==> src/rtl/lsu_trigger_ctl_pkg.sv <==
// ---------------------------------------------------------------------------
// lsu_trigger_ctl_pkg
// Shared types for the LSU trigger sequencing logic.
//   - NUM_TRIG_DEF      : default trigger count (must be even, pairs (0,1),(2,3)...)
//   - trig_action_e     : tdata1.action encoding (DBG = enter debug, EXC = breakpoint)
//   - lsu_trig_state_e  : debug-halt request FSM states
// ---------------------------------------------------------------------------
package lsu_trigger_ctl_pkg;

  localparam int NUM_TRIG_DEF = 4;

  typedef enum logic {
    EXC = 1'b0,
    DBG = 1'b1
  } trig_action_e;

  typedef enum logic {
    ST_IDLE = 1'b0,
    ST_REQ  = 1'b1
  } lsu_trig_state_e;

endpackage

==> src/rtl/lsu_trigger_ctl_chain.sv <==
// ---------------------------------------------------------------------------
// lsu_trigger_chain
// Combinational chained-pair resolution for trigger hits. For each pair
// (2k, 2k+1), when chain[2k] is set both triggers fire only if both hit;
// otherwise each trigger fires on its own hit. Odd chain bits carry no meaning.
// Ports:
//   i_hit   [NUM_TRIG] : per-trigger hit (already enable-qualified)
//   i_chain [NUM_TRIG] : tdata1.chain per trigger (even indices used)
//   o_fire  [NUM_TRIG] : resolved per-trigger fire
// ---------------------------------------------------------------------------
module lsu_trigger_chain
  import lsu_trigger_ctl_pkg::*;
#(
  parameter int NUM_TRIG = NUM_TRIG_DEF
) (
  input  logic [NUM_TRIG-1:0] i_hit,
  input  logic [NUM_TRIG-1:0] i_chain,
  output logic [NUM_TRIG-1:0] o_fire
);

  localparam int NUM_PAIR = NUM_TRIG / 2;

  logic [NUM_PAIR-1:0] w_pair_both;
  logic [NUM_PAIR-1:0] w_chain_odd;
  logic                w_unused_chain_odd;

  genvar gi;
  generate
    for (gi = 0; gi < NUM_PAIR; gi++) begin : g_pair
      assign w_pair_both[gi]  = i_hit[2*gi] & i_hit[2*gi+1];
      assign o_fire[2*gi]     = i_chain[2*gi] ? w_pair_both[gi] : i_hit[2*gi];
      assign o_fire[2*gi+1]   = i_chain[2*gi] ? w_pair_both[gi] : i_hit[2*gi+1];
      assign w_chain_odd[gi]  = i_chain[2*gi+1];
    end
  endgenerate

  // Odd chain bits are architecturally ignored here.
  assign w_unused_chain_odd = ^w_chain_odd;

endmodule

==> src/rtl/lsu_trigger_ctl.sv <==
// ---------------------------------------------------------------------------
// lsu_trigger_ctl
// Turns raw DC3 LSU trigger matches into architectural trigger events:
// stages them through DC4/DC5, resolves chained pairs, drops flushed
// accesses, keeps sticky hit bits, and raises either a held debug-halt
// request (handshaked with the debug unit) or a one-cycle breakpoint pulse.
// Ports:
//   i_clk, i_rst                 : clock, asynchronous active-high reset
//   i_lsu_trigger_match_dc3      : raw per-trigger match in DC3
//   i_trig_chain/action/enable   : per-trigger tdata1 configuration
//   i_lsu_flush_dc4/dc5          : kill the access currently in DC4/DC5
//   i_dbg_halt_ack               : debug unit accepted the halt request
//   i_hit_clr                    : write-1-to-clear for sticky hit bits
//   o_lsu_trigger_fire_dc5       : fired triggers for the DC5 access
//   o_lsu_trigger_exc_dc5        : one-cycle breakpoint exception request
//   o_lsu_dbg_halt_req           : held debug-halt request
//   o_trig_hit_sticky            : tdata1.hit status
// ---------------------------------------------------------------------------
module lsu_trigger_ctl
  import lsu_trigger_ctl_pkg::*;
#(
  parameter int NUM_TRIG = NUM_TRIG_DEF
) (
  input  logic                i_clk,
  input  logic                i_rst,
  input  logic [NUM_TRIG-1:0] i_lsu_trigger_match_dc3,
  input  logic [NUM_TRIG-1:0] i_trig_chain,
  input  logic [NUM_TRIG-1:0] i_trig_action,
  input  logic [NUM_TRIG-1:0] i_trig_enable,
  input  logic                i_lsu_flush_dc4,
  input  logic                i_lsu_flush_dc5,
  input  logic                i_dbg_halt_ack,
  input  logic [NUM_TRIG-1:0] i_hit_clr,
  output logic [NUM_TRIG-1:0] o_lsu_trigger_fire_dc5,
  output logic                o_lsu_trigger_exc_dc5,
  output logic                o_lsu_dbg_halt_req,
  output logic [NUM_TRIG-1:0] o_trig_hit_sticky
);

  logic [NUM_TRIG-1:0] r_hit4;
  logic [NUM_TRIG-1:0] r_fire5;
  logic [NUM_TRIG-1:0] r_sticky;
  lsu_trig_state_e     r_state;
  lsu_trig_state_e     w_state_next;

  logic [NUM_TRIG-1:0] w_fire4;
  logic [NUM_TRIG-1:0] w_fire_dc5;
  logic [NUM_TRIG-1:0] w_is_dbg;
  logic                w_dbg_fire;
  logic                w_exc_any;

  lsu_trigger_chain #(
    .NUM_TRIG (NUM_TRIG)
  ) u_chain (
    .i_hit   (r_hit4),
    .i_chain (i_trig_chain),
    .o_fire  (w_fire4)
  );

  genvar gi;
  generate
    for (gi = 0; gi < NUM_TRIG; gi++) begin : g_action
      assign w_is_dbg[gi] = (trig_action_e'(i_trig_action[gi]) == DBG);
    end
  endgenerate

  assign w_fire_dc5 = r_fire5 & ~{NUM_TRIG{i_lsu_flush_dc5}};
  assign w_dbg_fire = |(w_fire_dc5 & w_is_dbg);
  assign w_exc_any  = |(w_fire_dc5 & ~w_is_dbg);

  // The DC4 flush kills the access that is sitting in DC4 this cycle, so it
  // gates the DC4->DC5 transfer; the access arriving from DC3 is unaffected.
  always_ff @(posedge i_clk or posedge i_rst) begin
    if (i_rst) begin
      r_hit4   <= '0;
      r_fire5  <= '0;
      r_sticky <= '0;
      r_state  <= ST_IDLE;
    end else begin
      r_hit4   <= i_lsu_trigger_match_dc3 & i_trig_enable;
      r_fire5  <= i_lsu_flush_dc4 ? '0 : w_fire4;
      // Set dominates a simultaneous clear.
      r_sticky <= (r_sticky & ~i_hit_clr) | w_fire_dc5;
      r_state  <= w_state_next;
    end
  end

  // Fires seen while a request is outstanding only land in the sticky bits.
  always_comb begin
    w_state_next          = r_state;
    o_lsu_dbg_halt_req    = 1'b0;
    o_lsu_trigger_exc_dc5 = 1'b0;
    case (r_state)
      ST_IDLE: begin
        o_lsu_trigger_exc_dc5 = w_exc_any & ~w_dbg_fire;
        if (w_dbg_fire) begin
          w_state_next = ST_REQ;
        end
      end
      ST_REQ: begin
        o_lsu_dbg_halt_req = 1'b1;
        if (i_dbg_halt_ack) begin
          w_state_next = ST_IDLE;
        end
      end
      default: w_state_next = ST_IDLE;
    endcase
  end

  assign o_lsu_trigger_fire_dc5 = w_fire_dc5;
  assign o_trig_hit_sticky      = r_sticky;

endmodule

==> config.mk <==
export PLATFORM = sky130hd
export DESIGN_NAME = lsu_trigger_ctl
export DESIGN_NICKNAME = d
export VERILOG_FILES = /design/src/rtl/lsu_trigger_ctl_pkg.sv /design/src/rtl/lsu_trigger_ctl_chain.sv /design/src/rtl/lsu_trigger_ctl.sv
export SDC_FILE = /design/constraint.sdc
export NUM_CORES = 1
export LEC_CHECK = 0
export BUFFER_PORTS_ARGS = -buffer_cell sky130_fd_sc_hd__buf_4
export CAP_MARGIN = 20
export CORE_MARGIN = 5
export CORE_UTILIZATION = 31
export DETAILED_ROUTE_END_ITERATION = 6
export PLACE_DENSITY = 0.64
export SYNTH_ARGS = -nofsm -noshare
export SYNTH_HDL_FRONTEND = slang
export SYNTH_HIERARCHICAL = 1
export SYNTH_SLANG_ARGS = --single-unit
==> constraint.sdc <==
create_clock -name i_clk -period 1.1 [get_ports i_clk]
set_input_delay 0.22 -clock i_clk [delete_from_list [all_inputs] [get_ports i_clk]]
set_output_delay 0.22 -clock i_clk [all_outputs]
set_load 0.05 [all_outputs]
### Word-level counts from Yosys, hierarchy flattened

Index checks and enable logic that the tools add are counted.

* register bits: 13
* word-level logic and storage cells: 30

* multiplexer cells: 10
* bitwise operators: 14
* reductions and logical operators: 2

Operators with widths (count)
* $and A4 B4 Y4: 5
* $not A4 Y4: 3
* $mux W1: 8
* $reduce_or A4 Y1: 2
* $mux W4: 1
* $or A4 B4 Y4: 1
* $and A1 B1 Y1: 3
* $not A1 Y1: 2
* $pmux W1 S2: 1

### Depth between registers and ports, before layout

Gate-level depths: netlist of run 1.

* depth after elaboration: 7
* gate-level depth with buffers: 3
* mapped depth without buffers: 3

### Modules after synthesis

The synthesis of run 1 kept the hierarchy.

Modules (own cells, without submodules)
* lsu_trigger_ctl: instances 1, cells each 47, area each 516.7 µm², sequential area each 325.3 µm²
* lsu_trigger_chain: instances 1, cells each 8, area each 42.5 µm², sequential area each 0.0 µm²

### Worst setup path after synthesis of run 1

No wires, ideal clock.

* path type: register -> output
* from: reg r_fire5[1]
* to: out o_lsu_trigger_exc_dc5
* data arrival time: 1197 ps
* slack: -317 ps
* stages on the path, launching flop included: 4
* path buffers: 0
* cell sequence: dfrtp_1 a22o_1 a221oi_2 o211a_1

* longest elaborated chain between the ends: 6

RTL lines
* from (decl): line lsu_trigger_ctl.sv:41 `logic [NUM_TRIG-1:0] r_fire5;`
* from (signal assigned): line lsu_trigger_ctl.sv:81 `r_fire5 <= i_lsu_flush_dc4 ? '0 : w_fire4;`
* $and A4 B4 Y4 (*): line lsu_trigger_ctl.sv:67 `assign w_fire_dc5 = r_fire5 & ~{NUM_TRIG{i_lsu_flush_dc5}};`
* $and A4 B4 Y4: line lsu_trigger_ctl.sv:68 `assign w_dbg_fire = |(w_fire_dc5 & w_is_dbg);`
* $reduce_or A4 Y1: line lsu_trigger_ctl.sv:68
* $not A1 Y1: line lsu_trigger_ctl.sv:95 `o_lsu_trigger_exc_dc5 = w_exc_any & ~w_dbg_fire;`
* $and A1 B1 Y1 (*): line lsu_trigger_ctl.sv:95
* $mux W1 (*): line lsu_trigger_ctl.sv:93 `case (r_state)`
* to (decl): line lsu_trigger_ctl.sv:35 `output logic o_lsu_trigger_exc_dc5,`

Every way passes the cells marked *; elsewhere a longest branch is shown, timed or not.

### Final worst setup path of run 1

* from: reg r_fire5[3]
* to: out o_lsu_trigger_exc_dc5

The elaborated chain is that of the path after synthesis.

==> results of run 1 <==
## what timing repair did
action                                 CTS  global route
setup buffers                            8             0
pin swaps                                1             0
gates cloned                             0             0
endpoints found under the hold margin   13             0
hold buffers                             1             0
setup endpoints to repair                7             7
gates resized for setup                 26             1
## final timing paths
kind                                                 from                        endpoint  slack [ns]  cells past startpoint
min                                       i_lsu_flush_dc4            r_fire5[0]$_DFF_PP0_        0.12                      2
max in group asynchronous                           i_rst  o_trig_hit_sticky[3]$_DFF_PP0_        0.25                      3
max reg2reg                          r_fire5[3]$_DFF_PP0_               r_state$_DFF_PP0_       -0.11                      4
min in group asynchronous                           i_rst            r_fire5[3]$_DFF_PP0_        0.52                      3
min reg2reg                o_trig_hit_sticky[3]$_DFF_PP0_  o_trig_hit_sticky[3]$_DFF_PP0_        0.54                      2
max                                  r_fire5[3]$_DFF_PP0_           o_lsu_trigger_exc_dc5       -0.62                      4
## cells by family after synthesis
family / synth area share (%)
and+or+nand+nor: 13.4
AOI/OAI and AO/OA: 19.0
buffers and inverters: 9.39
DFF: 58.2
## cell usage in the layout (no fill, tap or decap), drive strengths merged
cell,Yosys,layout
a21oi,4,4
a221oi,1,1
a22o,1,1
and2,4,4
buf,0,42
clkbuf,1,4
dfrtp,13,13
dlygate4sd3,0,1
inv,13,13
nand2b,1,1
nor2,5,5
nor2b,4,4
o211a,1,1
o22ai,6,6
o31ai,1,1
## stage by stage
| step | TNS, ns | utilization (%) | hold WS, ns | total power [uW] |
|---|---|---|---|---|
| floorplan | -0.963 | - | 0.0970 | 628 |
| global placement | -0.297 | 51.4 | 0.269 | 741 |
| detailed placement | -0.375 | 51.4 | 0.275 | 745 |
| CTS | -1.43 | 59.7 | 0.110 | 1070 |
| global route | -1.82 | 60.0 | 0.108 | 1110 |
| finish | -1.46 | 60.0 | 0.122 | 1050 |
## flip-flops by register name (all words and copies together), names as in the netlist
name,count
r_state,1
r_fire5,4
r_hit4,4
o_trig_hit_sticky,4
## power breakdown
group          total [uW]  internal [uW]  leakage [uW]  switching (uW)
registers             511            499      0.000174            11.6
clock network         276            140     0.0000150             136
logic                 266            135      0.000315             131
## layer usage
layer	wire, um	part of all wire, %
met4	0	0
met2	712	48
met5	0	0
met1	583	40
met3	173	12
## final cells by class
class	count	area, um^2
flip-flops and latches	13	325
well taps	25	31.3
fillers	140	691
multi-input cells	28	224
inverters	13	51.3
repair buffers	43	378
clock buffers	4	26.3
==> results.tsv, run 1 <==
stage	metric	value	unit
placed_design	Place WS	-0.319	ns
timing	worst slew pin tran	0.482	ns
layout	area grow syn2layout	85.2	%
drt	drt first pass iters	4	
drt	vias per cell	4.29	
layout	fin area	1040	um^2
timing	fin crit period	1.72	ns
global_routing	grt total ovfl	0	
placed_design	gpl congestion	0.766	
floorplan	CORE AREA	1730	um^2
timing	Final setup viols	7	
timing	Peak Freq	582	MHz
synthesis	most common cell in the synthesized netlist	dfrtp_1	
global_routing	initial antenna violation count	0	
setup_path	CP Max Fanout	2	
synthesis	Async SR Flop Fraction	100	%
clock_tree	maximum clock insertion buffer count	2	
floorplan	Initial Utilization	32.4	%
layout	layout cells sized above 1	57.4	%
job	max-cap check violation count	0	
synthesis	Yosys top cell by area	dfrtp_1	
setup_path	Crit. End Element	output port	
drt	vias	540	
clock_tree	H-tree depth	1	
global_routing	vias in the first global route	586	
floorplan	# rows	15	
global_routing	All-Layer GR Usage	12.2	%
pwr	worst vdd rail ir drop	0.535	mV
clock_tree	CTS tree	built	
layout	Final #Nets	127	
synthesis	Primary FF master, synth	dfrtp_1	
drt	DRC violations left	0	
synthesis	Post-Syn Nets	80	
status	status	complete, but fails checks	
synthesis	top cell type's share of synthesized area	58.2	%
clock_tree	Root Driver	clkbuf_4	
setup_path	CP Data Required Time	0.88	ns
pwr	Pwr per Cell Area	1020	nW/um^2
clock_tree	CTS clk-pin slew, worst paths	0.07	ns
layout	antenna cells	0	
clock_tree	worst-skew pair later-pin latency	0.26	ns
global_routing	grt met3 use	5.13	%
clock_tree	TritonCTS Buffers	3	
synthesis	most instantiated cells after synthesis	dfrtp_1 (13), inv_1 (12), o22ai_1 (6)	
synthesis	cell area after synthesis	559	um^2
synthesis	post-synthesis sequential area ratio	58.2	%
setup_path	biggest cell delay along the critical path	0.39	ns
synthesis	YS warnings	6	
placed_design	Port Buffers	32	
floorplan	Die Area	2750	um^2
timing	Slew Limit Fails	0	
setup_path	Largest delay share family, worst path	compound AO/OA/AOI/OAI gates	
timing	Worst Clk Skew	0.00197	ns
synthesis	Yosys reg bits	13	
synthesis	Synth area leaders	dfrtp_1 (58%), inv_1 (8.1%), o22ai_1 (6.7%), and2_1 (4.5%), nor2b_1 (4.5%)	
floorplan	Ports	35	
timing	RSZ-0062 raised after global routing	yes	
drt	detailed-route wire length per cell	11.7	um
placed_design	DP Area	887	um^2
global_routing	met1 Usage GRT	11.2	%
global_routing	gr busiest metal	met2	
synthesis	Avg Cell Area, Syn	10.2	um^2
drt	DRT antenna net count	0	
pwr	leakage	0.000504	uW
synthesis	Syn Inst Count	55	
worst_hold_path	Hold Path Class	in -> reg	
global_routing	global-route wire length before repair	2.37	mm
timing	Final Hold Viols	0	
clock_tree	CTS sink cnt	13	
timing	fin crit share	156	%
layout	final non-filler cell total	126	
placed_design	Placed Cells	118	
timing	Max-slew headroom	67.9	%
setup_path	slowest cell on the critical path	dfrtp_1	
setup_path	Critical Path Start Type	register	
timing	slack of the critical path	-0.619	ns
synthesis	number of flops mapped to enable cells by yosys	0	
setup_path	crit path buf inv count	1	
drt	Routed WL	1.47	mm
drt	Starting DRT DRC Count	5	
global_routing	met2 Use GR	22.9	%
synthesis	unique cell type count in the Yosys netlist	15	
setup_path	Worst EP arrival	1.50	ns
floorplan	die height	52.5	um
status	failing checks	setup timing	
floorplan	Die X	52.5	um
setup_path	crit path cell chain	a22o_1 -> a221oi_2 -> o211a_4 -> buf_8	
setup_path	critical path class	reg -> out	
placed_design	DP HPWL	1.13	mm
global_routing	largest net degree at the start of global routing	14	
Power figures use the tool's default switching activity.
==> run 2, diff against run 1 <==
--- a/config.mk
+++ b/config.mk
@@ -5,7 +5,7 @@
 export SDC_FILE = /design/constraint.sdc
 export NUM_CORES = 1
 export LEC_CHECK = 0
-export BUFFER_PORTS_ARGS = -buffer_cell sky130_fd_sc_hd__buf_4
+export BUFFER_PORTS_ARGS = -buffer_cell sky130_fd_sc_hd__buf_2
 export CAP_MARGIN = 20
 export CORE_MARGIN = 5
 export CORE_UTILIZATION = 31
==> run 2 against run 1 <==
  * The flow still finishes with violations (setup timing)
  * Via count increased by 5.2%
  * Sequential power is essentially flat
  * Final cell count grew 1.6%
  * First-iteration DRC count down 20%
  * Sequential cell count is the same
  * Global-route usage is 0.052 points higher
  * Clock skew is 0.0036 ns higher
  * Sequential share of layout area up 0.50 points
  * Combinational power down 2%
  * Clock-buffer cell count shrank 1
  * Critical path type unchanged
  * Largest cell class unchanged
==> results.tsv, run 2 (same netlist as run 1, synthesis figures left out) <==
stage	metric	value	unit
status	status	complete, but fails checks	
status	failing checks	setup timing	
clock_tree	CTS clk-pin slew, worst paths	0.08	ns
global_routing	global-route wire length before repair	2.42	mm
drt	detailed-route wire length per cell	12.0	um
floorplan	die height	52.5	um
drt	Routed WL	1.53	mm
job	max-cap check violation count	0	
placed_design	Port Buffers	32	
drt	vias	568	
clock_tree	worst-skew pair later-pin latency	0.27	ns
placed_design	gpl congestion	0.670	
drt	Starting DRT DRC Count	4	
timing	hold slack	0.118	ns
timing	Worst Clk Skew	0.00552	ns
placed_design	Placed Cells	119	
drt	DRT antenna net count	0	
drt	vias per cell	4.44	
timing	fin crit share	154	%
layout	Multi-input gate area	224	um^2
worst_hold_path	Hold Path Class	in -> reg	
layout	antenna cells	0	
setup_path	CP Max Fanout	2	
pwr	worst vdd rail ir drop	0.607	mV
setup_path	Worst EP arrival	1.48	ns
pwr	Tot Pwr	1060	uW
layout	final non-filler cell total	128	
timing	Final Hold Viols	0	
setup_path	CP Data Required Time	0.88	ns
placed_design	DP Area	815	um^2
pwr	Comb pwr share	24.4	%
pwr	Switching Share	28.6	%
setup_path	biggest cell delay along the critical path	0.40	ns
floorplan	Ports	35	
placed_design	DP HPWL	1.09	mm
clock_tree	CTS sink cnt	13	
floorplan	CORE AREA	1730	um^2
clock_tree	maximum clock insertion buffer count	2	
pwr	Sequential Power Share	48.2	%
floorplan	Initial Utilization	32.4	%
layout	area grow syn2layout	82.3	%
layout	Register Area	325	um^2
timing	Max-slew headroom	69.2	%
layout	Final #Nets	129	
setup_path	critical path class	reg -> out	
timing	Final setup viols	7	
global_routing	vias in the first global route	586	
timing	Slew Limit Fails	0	
pwr	Pwr per Cell Area	1040	nW/um^2
global_routing	grt total ovfl	0	
clock_tree	CTS tree	built	
layout	fin area	1020	um^2
clock_tree	Root Driver	clkbuf_4	
layout	FILL cells	155	
drt	drt first pass iters	4	
timing	RSZ-0062 raised after global routing	yes	
pwr	leakage	0.000504	uW
setup_path	slowest cell on the critical path	dfrtp_1	
pwr	sw power	304	uW
setup_path	Critical Path Start Type	register	
setup_path	crit path cell chain	a22o_1 -> a221oi_2 -> o211a_4 -> buf_8	
floorplan	Die X	52.5	um
floorplan	Die Area	2750	um^2
layout	layout cells sized above 1	60.2	%
timing	slack of the critical path	-0.599	ns
clock_tree	H-tree depth	1	
floorplan	# rows	15	
global_routing	All-Layer GR Usage	12.2	%
global_routing	largest net degree at the start of global routing	14	
setup_path	Crit. End Element	output port	
global_routing	initial antenna violation count	0	
timing	worst slew pin tran	0.461	ns
pwr	Clk pwr share	27.3	%
layout	commonest non-fill, non-tap cells in the layout	buf_2 (22), dfrtp_1 (13), buf_6 (12), inv_1 (8)	
clock_tree	TritonCTS Buffers	3	
layout	commonest non-fill, non-tap cell in the layout	buf_2	
timing	Peak Freq	588	MHz
drt	DRC violations left	0	
pwr	cell-internal power	758	uW
timing	fin crit period	1.70	ns
[run 2: changes by cell type in the layout (fill, tap and decap cells not counted), sizes merged]
cell    change
buf         +2
clkbuf      -1
clkinv      +1
[run 2: per-layer routing]
layer	vias up	GRT usage (%)	wire (um)
li1	274	-	-
met1	260	13.5	635
met2	34	21.3	746
met3	0	3.13	149
met4	0	6.38	0
met5	-	0	0
[run 2: power groups by stage]
stage	combinational (uW)	sequential (uW)	clock (uW)
after floorplan	73.6	554	0
after global placement	194	518	0
after detailed placement	198	519	0
after CTS	243	510	307
after global routing	279	515	332
final	260	512	290
[run 2: path summary, 6_finish.rpt]
kind,startpoint,end,slack [ns],depth (start not counted)
min in group asynchronous,i_rst,r_hit4[0]$_DFF_PP0_,0.48,3
worst max register to register,r_fire5[1]$_DFF_PP0_,r_state$_DFF_PP0_,-0.08,4
worst max-delay path,r_fire5[1]$_DFF_PP0_,o_lsu_trigger_exc_dc5,-0.60,4
max in group asynchronous,i_rst,r_fire5[2]$_DFF_PP0_,0.30,3
worst min register to register,o_trig_hit_sticky[0]$_DFF_PP0_,o_trig_hit_sticky[0]$_DFF_PP0_,0.54,2
worst min-delay path,i_hit_clr[3],o_trig_hit_sticky[3]$_DFF_PP0_,0.12,2
[run 2: worst max-delay path, delay by kind of cell, from the launching register on]
| kind | cells | cell delay [ns] |
|---|---|---|
| buffers and inverters | 1 | 0.14 |
| AOI/OAI and AO/OA | 3 | 0.68 |
| DFF | 1 | 0.40 |
[run 2: through the flow]
step / setup WS, ns / util (%) / TNS, ns
floorplan: -0.197 / - / -0.963
global placement: -0.339 / 47.2 / -0.373
detailed placement: -0.366 / 47.2 / -0.450
CTS: -0.582 / 56.7 / -1.62
global route: -0.675 / 59.1 / -2.01
finish: -0.599 / 59.1 / -1.62
[run 2: area by class of cell]
type	instances	area share [%]
Timing Repair Buffer	45	35.3
Sequential cell	13	31.9
Multi-Input combinational cell	28	22.0
Inverter	13	5.03
Tap cell	25	3.07
Clock buffer	3	2.21
Clock inverter	1	0.491
[run 2: repair_timing]
action | CTS | global route
resized for setup | 37 | 9
endpoints found under the hold margin | 13 | 0
hold buffers | 1 | 0
gates cloned | 0 | 0
buffers inserted | 6 | 5
pin swaps | 2 | 1
setup endpoints to repair | 11 | 11
==> run 3, diff against run 2 <==
--- a/config.mk
+++ b/config.mk
@@ -11,6 +11,7 @@
 export CORE_UTILIZATION = 31
 export DETAILED_ROUTE_END_ITERATION = 6
 export PLACE_DENSITY = 0.64
+export SETUP_SLACK_MARGIN = 0.1
 export SYNTH_ARGS = -nofsm -noshare
 export SYNTH_HDL_FRONTEND = slang
 export SYNTH_HIERARCHICAL = 1
==> run 3 against run 2 <==
  * The flow still finishes with violations (setup timing)
  * Setup slack gained 0.017 ns
  * Worst hold slack gained 0.0051 ns
  * Combinational power is essentially flat
  * Largest cell class unchanged
  * Register-to-register slack is essentially flat
  * Highest routed layer is now met4
  * Sequential share of layout area is essentially flat
  * Largest power group unchanged
  * Non-clock buffer count grew 1
  * Wire length shrank 7.3%
  * Core utilization shrank 0.072 points
  * Critical path type unchanged
  * Die area is the same
  * Power shrank 1.1%
==> results.tsv, run 3 (same netlist as run 1, synthesis figures left out) <==
stage	metric	value	unit
timing	Max-slew headroom	68.6	%
layout	FILL cells	143	
floorplan	Ports	35	
clock_tree	H-tree depth	1	
setup_path	CP Data Required Time	0.88	ns
setup_path	Worst EP arrival	1.46	ns
setup_path	r2r startpoint	r_fire5[1]$_DFF_PP0_	
pwr	Tot Pwr	1050	uW
drt	DRT antenna net count	0	
placed_design	DP HPWL	1.09	mm
drt	vias per cell	4.26	
worst_hold_path	Hold Path Class	in -> reg	
timing	slack of the critical path	-0.583	ns
pwr	cell-internal power	765	uW
timing	fin crit share	153	%
drt	Routed WL	1.42	mm
layout	Register Area	325	um^2
setup_path	Reg2Reg Capture Point	r_state$_DFF_PP0_	
worst_hold_path	Worst Min Path Start	i_hit_clr[2]	
job	max-cap check violation count	0	
worst_hold_path	hold path depth	2	
global_routing	initial antenna violation count	0	
drt	drt first pass iters	4	
clock_tree	worst-skew pair later-pin latency	0.27	ns
setup_path	R2R depth	4	
clock_tree	Root Driver	clkbuf_4	
drt	Starting DRT DRC Count	9	
pwr	Sequential Power Share	48.8	%
timing	setup TNS	-1.53	ns
timing	Final Hold Viols	0	
clock_tree	CTS clk-pin slew, worst paths	0.07	ns
clock_tree	CTS tree	built	
layout	antenna cells	0	
timing	hold slack	0.123	ns
setup_path	Crit. Startpoint	r_fire5[1]$_DFF_PP0_	
status	failing checks	setup timing	
floorplan	Die X	52.5	um
drt	DRC violations left	0	
floorplan	die height	52.5	um
timing	Final setup viols	7	
setup_path	CP Max Fanout	2	
placed_design	Port Buffers	32	
pwr	leakage	0.000503	uW
pwr	worst vdd rail ir drop	0.555	mV
floorplan	Die Area	2750	um^2
layout	Multi-input gate area	224	um^2
layout	commonest non-fill, non-tap cells in the layout	buf_2 (22), dfrtp_1 (13), buf_6 (12), inv_1 (9), buf_4 (8)	
layout	layout cells sized above 1	58.7	%
timing	fin crit period	1.68	ns
status	status	complete, but fails checks	
placed_design	gpl congestion	0.677	
setup_path	R2R Setup Slk	-0.07	ns
setup_path	Critical Path Start Type	register	
global_routing	grt total ovfl	0	
global_routing	largest net degree at the start of global routing	14	
global_routing	global-route wire length before repair	2.26	mm
timing	Peak Freq	594	MHz
setup_path	critical path class	reg -> out	
clock_tree	TritonCTS Buffers	3	
pwr	Comb pwr share	24.6	%
floorplan	CORE AREA	1730	um^2
layout	area grow syn2layout	82.1	%
clock_tree	CTS sink cnt	13	
worst_hold_path	Min-Delay Endpoint	o_trig_hit_sticky[2]$_DFF_PP0_	
drt	detailed-route wire length per cell	11.0	um
drt	vias	550	
clock_tree	maximum clock insertion buffer count	2	
global_routing	vias in the first global route	584	
setup_path	Crit. End Element	output port	
floorplan	Initial Utilization	32.4	%
timing	RSZ-0062 raised after global routing	yes	
layout	Final #Nets	130	
layout	commonest non-fill, non-tap cell in the layout	buf_2	
layout	utilization after layout	59.0	%
timing	worst slew pin tran	0.471	ns
pwr	Switching Share	27.1	%
timing	Worst Clk Skew	0.00217	ns
global_routing	All-Layer GR Usage	11.7	%
timing	Slew Limit Fails	0	
floorplan	# rows	15	
pwr	sw power	285	uW
pwr	Clk pwr share	26.6	%
pwr	Pwr per Cell Area	1030	nW/um^2
## run 3: changes by cell type in the layout (fill, tap and decap cells not counted), sizes merged
cell    delta
buf        +1
clkbuf     +1
clkinv     -1
## run 3: how the worst max path moves through the flow
stage                            endpoint  depth (start not counted)
global route        o_lsu_trigger_exc_dc5                          4
CTS                 o_lsu_trigger_exc_dc5                          4
global placement    o_lsu_trigger_exc_dc5                          4
detailed placement  o_lsu_trigger_exc_dc5                          4
finish              o_lsu_trigger_exc_dc5                          4
floorplan           o_lsu_trigger_exc_dc5                          3
## run 3: metrics by stage
stage          std cells  worst slack, ns  cell area (um^2)
6_report             129           -0.583              1020
5_1_grt              129           -0.632              1020
4_1_cts              126           -0.597               996
3_5_place_dp         119           -0.396               845
3_3_place_gp         119           -0.335               845
2_1_floorplan         55           -0.187               598
## run 3: cell type report
class | count | share of cell area (%)
clock buffer | 4 | 2.58
inverter | 13 | 5.04
multi-input combinational | 28 | 22.0
sequential | 13 | 31.9
tap | 25 | 3.07
timing repair buffer | 46 | 35.4
## run 3: metal layers
layer,up-vias,wire length (um),GRT usage (%)
li1,276,-,-
met1,241,564,12.1
met2,31,690,20.9
met3,2,157,4.27
met4,0,8,5.11
met5,-,0,0
## run 3: timing repair
action,in CTS,in global routing
endpoints found under the setup margin,11,11
hold endpoints to repair,13,0
gates resized for setup,33,2
setup buffers,5,5
pin swaps,2,1
hold buffers,1,0
## run 3: power by group through the flow
stage               logic, uW  registers (uW)  clock network (uW)
floorplan                82.7             554                   0
global placement          202             518                   0
detailed placement        206             519                   0
CTS                       247             512                 293
global route              279             514                 317
finish                    259             512                 279
## run 3: worst max-delay path: stages, from the launching register on
cell	delay [ns]
dfrtp_1	0.38
a22o_1	0.21
a221oi_2	0.25
o211a_4	0.22
buf_8	0.14
